<file path="config.mk">
export PLATFORM = sky130hd
export DESIGN_NAME = cond_flags_seq
export DESIGN_NICKNAME = d
export VERILOG_FILES = /design/src/rtl/cond_flags_seq.sv
export SDC_FILE = /design/constraint.sdc
export NUM_CORES = 1
export LEC_CHECK = 0
export CORE_MARGIN = 1.5
export CORE_UTILIZATION = 49
export DETAILED_ROUTE_END_ITERATION = 16
export PLACE_DENSITY = 0.89
export SYNTH_ARGS = -nofsm -noshare
export SYNTH_HDL_FRONTEND = slang
export SYNTH_SLANG_ARGS = --single-unit
export TNS_END_PERCENT = 5
</file>
<file path="constraint.sdc">
create_clock -name clk -period 4.6 [get_ports clk]
set_clock_uncertainty 0.2 [all_clocks]
set_input_delay 0.69 -clock clk [delete_from_list [all_inputs] [get_ports clk]]
set_output_delay 0.69 -clock clk [all_outputs]
set_load 0.005 [all_outputs]
</file>
<file path="src/rtl/cond_flags_seq.sv">
// Registered NCZV condition-code unit with an IT-block sequencer that
// predicates up to IT_MAX following instructions with then/else conditions.
module cond_flags_seq #(
  parameter  int unsigned IT_MAX = 4,
  localparam int unsigned CW     = $clog2(IT_MAX + 1)
) (
  input  logic              clk,
  input  logic              rst_n,
  input  logic              instr_valid,
  input  logic [3:0]        cond_in,
  input  logic              set_flags,
  input  logic [3:0]        alu_flags,
  input  logic              it_start,
  input  logic [3:0]        it_cond,
  input  logic [IT_MAX-1:0] it_mask,
  input  logic [CW-1:0]     it_len,
  input  logic              flush,
  output logic [3:0]        flags_q,
  output logic              exec_en,
  output logic              it_active,
  output logic [CW-1:0]     it_count,
  output logic              err_it
);

  typedef enum logic {
    IDLE   = 1'b0,
    ACTIVE = 1'b1
  } state_t;

  state_t              state_q, state_d;
  logic [3:0]          cond_r, cond_d;
  logic [IT_MAX-1:0]   mask_r, mask_d;
  logic [CW-1:0]       count_d;
  logic                err_d;
  logic [3:0]          eff_cond;
  logic                len_ok;

  // Condition truth table over NCZV ([3]=N,[2]=C,[1]=Z,[0]=V)
  function automatic logic cond_true(input logic [3:0] c, input logic [3:0] f);
    logic n, cf, z, v;
    n  = f[3];
    cf = f[2];
    z  = f[1];
    v  = f[0];
    case (c)
      4'b0000: cond_true = z;
      4'b0001: cond_true = ~z;
      4'b0010: cond_true = cf;
      4'b0011: cond_true = ~cf;
      4'b0100: cond_true = n;
      4'b0101: cond_true = ~n;
      4'b0110: cond_true = v;
      4'b0111: cond_true = ~v;
      4'b1000: cond_true = cf & ~z;
      4'b1001: cond_true = ~cf | z;
      4'b1010: cond_true = ~(n ^ v);
      4'b1011: cond_true = n ^ v;
      4'b1100: cond_true = ~z & ~(n ^ v);
      4'b1101: cond_true = z | (n ^ v);
      default: cond_true = 1'b1;
    endcase
  endfunction

  // An else slot flips the low bit, selecting the complementary condition
  always_comb begin
    eff_cond = cond_in;
    if (state_q == ACTIVE) begin
      eff_cond = {cond_r[3:1], cond_r[0] ^ ~mask_r[0]};
    end
  end

  assign exec_en   = instr_valid & cond_true(eff_cond, flags_q);
  assign it_active = (state_q == ACTIVE);
  assign len_ok    = (it_len != '0) && (it_len <= CW'(IT_MAX));

  // Flag register: predicated by exec_en, not blocked by flush
  always_ff @(posedge clk or negedge rst_n) begin
    if (!rst_n) begin
      flags_q <= 4'b0000;
    end else if (instr_valid && set_flags && exec_en) begin
      flags_q <= alu_flags;
    end
  end

  // IT sequencer state register
  always_ff @(posedge clk or negedge rst_n) begin
    if (!rst_n) begin
      state_q  <= IDLE;
      cond_r   <= 4'b0000;
      mask_r   <= '0;
      it_count <= '0;
      err_it   <= 1'b0;
    end else begin
      state_q  <= state_d;
      cond_r   <= cond_d;
      mask_r   <= mask_d;
      it_count <= count_d;
      err_it   <= err_d;
    end
  end

  // IT sequencer next state; flush overrides everything including it_start
  always_comb begin
    state_d = state_q;
    cond_d  = cond_r;
    mask_d  = mask_r;
    count_d = it_count;
    err_d   = 1'b0;
    if (flush) begin
      state_d = IDLE;
      count_d = '0;
    end else begin
      case (state_q)
        IDLE: begin
          if (it_start) begin
            if (len_ok) begin
              state_d = ACTIVE;
              cond_d  = it_cond;
              mask_d  = it_mask;
              count_d = it_len;
            end else begin
              err_d = 1'b1;
            end
          end
        end
        ACTIVE: begin
          err_d = it_start;
          if (instr_valid) begin
            mask_d = mask_r >> 1;
            if (it_count == CW'(1)) begin
              state_d = IDLE;
              count_d = '0;
            end else begin
              count_d = it_count - CW'(1);
            end
          end
        end
        default: begin
          state_d = IDLE;
          count_d = '0;
        end
      endcase
    end
  end

endmodule

</file>
After elaboration in Yosys (flattened, before gate mapping):

Index checks and enable logic that the tools add are counted.

* flip-flop bits (word level): 17
* input port bits: 25
* output and inout port bits: 10
* logic and storage cells: 73

* $add $sub $neg: 1
* $lt $le $gt $ge: 1
* eq/ne operators: 20
* multiplexer cells: 22
* bitwise gates (word level): 15
* reductions and logical operators: 8

Operator list (count)
* $eq 4x4->1 const B: 6
* $eq 4x3->1 const B: 4
* $mux 4: 4
* $mux 3: 5
* $pmux 1 s14: 1
* $ne 3x3->1 const B: 3
* $eq 4x2->1 const B: 2
* $mux 1: 8
* $not 1->1: 8
* $pmux 4 s2: 1
* $reduce_and 4->1: 2
* $ne 2x2->1 const B: 3
* $pmux 3 s2: 1
* $eq 4x1->1 const B: 1
* $logic_not 4->1: 1
* $pmux 1 s2: 2
* $and 1x1->1: 3
* $eq 3x1->1 const B: 1
* $le 3x3->1 const B: 1
* $logic_and 1x1->1: 3
* $reduce_and 3->1: 1
* $reduce_bool 3->1: 1
* $sub 3x1->3 const B: 1
* $or 1x1->1: 2
* $xor 1x1->1: 2

Logic depth before layout (Yosys ltp):

* word-level depth: 7
* gate-level depth with buffers: 7
* gate-level depth less buffers: 6

Least setup slack after synthesis:

No wires, ideal clock.

* path kind: input port to output port
* start point: in cond_in[2]
* end point: out exec_en
* data arrival time: 1.780 ns
* slack: 1.930 ns
* cell stages on the path: 4
* path buffers: 0
* path through: mux2_1 > o211a_1 > a311o_1 > a31oi_1

* longest elaborated chain between the ends: 4
* elaborated cells between the ends (all ways): 17

Ends and longest elaborated chain
* from (decl): RTL line 10 `input logic [3:0] cond_in,`
* $mux 4 *: RTL line 67 `if (state_q == ACTIVE) begin`
* $eq 4x4->1, or another cell as far along: RTL line 45 `case (c)`
* $pmux 1 s14 *: RTL line 45
* $and 1x1->1 *: RTL line 72 `assign exec_en = instr_valid & cond_true(eff_cond, flags_q);`
* to (decl): RTL line 19 `output logic exec_en,`

Mark *: on every way between the ends. The rest lies on a longest branch, timed or not.

Worst setup path after layout:

* start point: reg state_q (netlist: it_active)
* end point: out exec_en

* longest elaborated chain between the ends: 4
* elaborated cells between the ends (all ways): 17

Ends and longest elaborated chain
* from (decl): RTL line 30 `state_t state_q, state_d;`
* from (signal assigned): RTL line 94 `state_q <= state_d;`
* $mux 4 *: RTL line 67
* $eq 4x4->1, or another cell as far along: RTL line 45
* $pmux 1 s14 *: RTL line 45
* $and 1x1->1 *: RTL line 72

Marked as above.

==> results.md <==
* Run status: complete, no violations
* Largest net degree at the start of global routing at 28
* Initial Util at 0.510
* Layout cells sized above 1 at 0.0470
* Core Rows at 17
* CTS sink count at 17
* Max Cap Violations at 0
* Final period util at 0.885
* CTS tree: yes
* Vias at 1039
* Hold Crit Class: reg2reg
* Post-synthesis sequential area ratio at 0.385
* Io pins at 35
* Pwr Density at 379 nW/um^2
* Fin Hold WS at 325 ps
* Wire per inst at 14.9 um
* Hpwl dp at 2.00 mm
* ANT nets after route at 0
* Cell Area, Synth at 1110 um^2
* R2R Path Start: it_active
* Yosys warns at 0
* Drt initial violations at 36
* Mapped Cells at 115
* Post-route cell area at 1490 um^2
* First-pass GRT wire length at 4.30 mm
* Fin. max-slew vios at 0
* Post-CTS Hold Buffers at 0
* Yosys reg bits at 17
* Worst-skew pair later-pin latency at 300 ps
* CTS clk-pin slew, worst paths at 110 ps
* Async S/R FF share, synth at 1.00
* Die area at 2550 um^2
* FMAX at 246 MHz
* Number of setup buffers added after CTS at 0
* Initial antenna violation count at 0
* Crit Path Class: reg2out
* Worst reg2reg path endpoint: flags_q[3]
* Net Count, Synth at 142
* Most common cell after layout, fill and taps aside: clkdlybuf4s50_1
* Port-buffer cells at 34
* Gp weighted congestion at 0.814
* RSZ-0062 raised after global routing: no
* Post-DP Area at 1460 um^2
* Vias in the first global route at 972
* Highest metal used: met4
* DR pass1 iterations at 4
* N_diodes at 0
* Drt drc at 0
* EDFF count, synth at 0
* Total CTS buffers at 3
* Die height at 50.5 um
* Crit Path Max Fanout at 27
* WHS Endpoint: cond_r[0]
* Leak at 0.587 nW
* Layout area overhead at 34.3%
* Post_cts resized at 0
* Hold path start: cond_r[0]
* Chip Width at 50.5 um
* Met2 routed WL at 1.27 mm
* Flop2flop setup slack at 1580 ps
* GR Overflow Total at 0
* Syn avg cell area at 9.62 um^2
* Setup TNS Final at 0 ps
* CTS Buffer Depth at 2
* Final hold violations at 0
* Min Clock Period, post-route at 4070 ps
* Htree depth at 1
* DRT Wirelength at 2.64 mm
* Highest ir drop seen on vdd at 0.250 mV
* GRT Overall Usage at 0.225
* WL met3 at 204 um
* Fin nets at 177
* Main flop type after synthesis: dfrtp_1
* Worst EP arrival at 3180 ps
* Most frequent cells in the layout: 34 x clkdlybuf4s50_1, 17 x dfrtp_1, 11 x nor2_1, 11 x a21oi_1
* CP Launch Type: flip-flop
* Netlist cell types at 39
* Critical Path End Type: output port
* Setup-failing EPs final at 0
* CTS root buf: clkbuf_4
* Reg2reg path depth at 6
* Worst path required time at 3710 ps
* Slew margin rel. at 0.373
* Worst slew pin tran at 941 ps
* Via-to-Cell Ratio at 5.87
* Core ar. at 2170 um^2
* DRT met1 WL at 1.11 mm
* Hold Path Stages at 1
## worst max path at each step
stage                     from      end  slack (ps)
finish               it_active  exec_en         530
floorplan           cond_in[2]  exec_en        1930
detailed placement  cond_in[1]  exec_en         800
global placement    cond_in[1]  exec_en         940
global route         it_active  exec_en         370
CTS                  it_active  exec_en         560
## worst max-delay path, stage by stage, from the launching register on
cell and delay, ps:
dfrtp_1 970, mux2i_4 400, mux2i_1 260, nand2b_1 80, a311o_1 400, a31oi_1 230, clkdlybuf4s50_1 530
## cell type report
cell class / count / area, um^2
Fill cell: 200 / 684
Multi-Input combinational cell: 85 / 624
Inverter: 9 / 33.8
Sequential cell: 17 / 425
Tap cell: 28 / 35.0
Timing Repair Buffer: 34 / 340
Clock buffer: 4 / 26.3
## per-stage QoR
stage | worst slack, ps | utilization | std cells | power (mW)
floorplan | 1930 | - | 115 | 0.373
global placement | 940 | 0.672 | 173 | 0.468
detailed placement | 800 | 0.672 | 173 | 0.481
CTS | 557 | 0.685 | 177 | 0.564
global route | 366 | 0.685 | 177 | 0.597
finish | 527 | 0.685 | 177 | 0.562
## synth_stat cells (all sizes together), types with 2 or more instances
cell	instances	share of area
a31oi	3	0.031
nand2	4	0.014
nor3	2	0.0091
nor2	11	0.037
inv	9	0.031
ha	2	0.023
nand3	4	0.018
xnor2	3	0.024
mux2	8	0.081
xor2	2	0.016
clkbuf	3	0.010
nand3b	3	0.020
dfrtp	17	0.38
mux2i	6	0.066
o21ai	8	0.036
a21oi	11	0.050
a211oi	2	0.018
## cell families after synthesis
kind of cell,count (synthesis),synth area share
AO/OA/AOI/OAI,34,0.216
AND/OR/NAND/NOR,30,0.139
flip-flops,17,0.385
multiplexers,14,0.147
buffers and inverters,13,0.0509
XOR/XNOR,5,0.0396
adder cells (fa/ha/maj),2,0.0226
## layer usage
metal,vias to the layer above,track usage
li1,489,-
met1,477,0.282
met2,64,0.382
met3,9,0.0565
met4,0,0.0631
met5,-,0
## sequential cells by signal, indices dropped and copies added (netlist names)
register and count:
flags_q 4, err_it 1, cond_r 4, it_active 1, it_count 3, mask_r 4
## power by group
group / switching, mW / internal, mW
Combinational: 0.101 / 0.138
Clock: 0.0502 / 0.0338
Sequential: 0.0501 / 0.189
Total: 0.202 / 0.361
No activity file was read; power rests on OpenSTA's default activity.
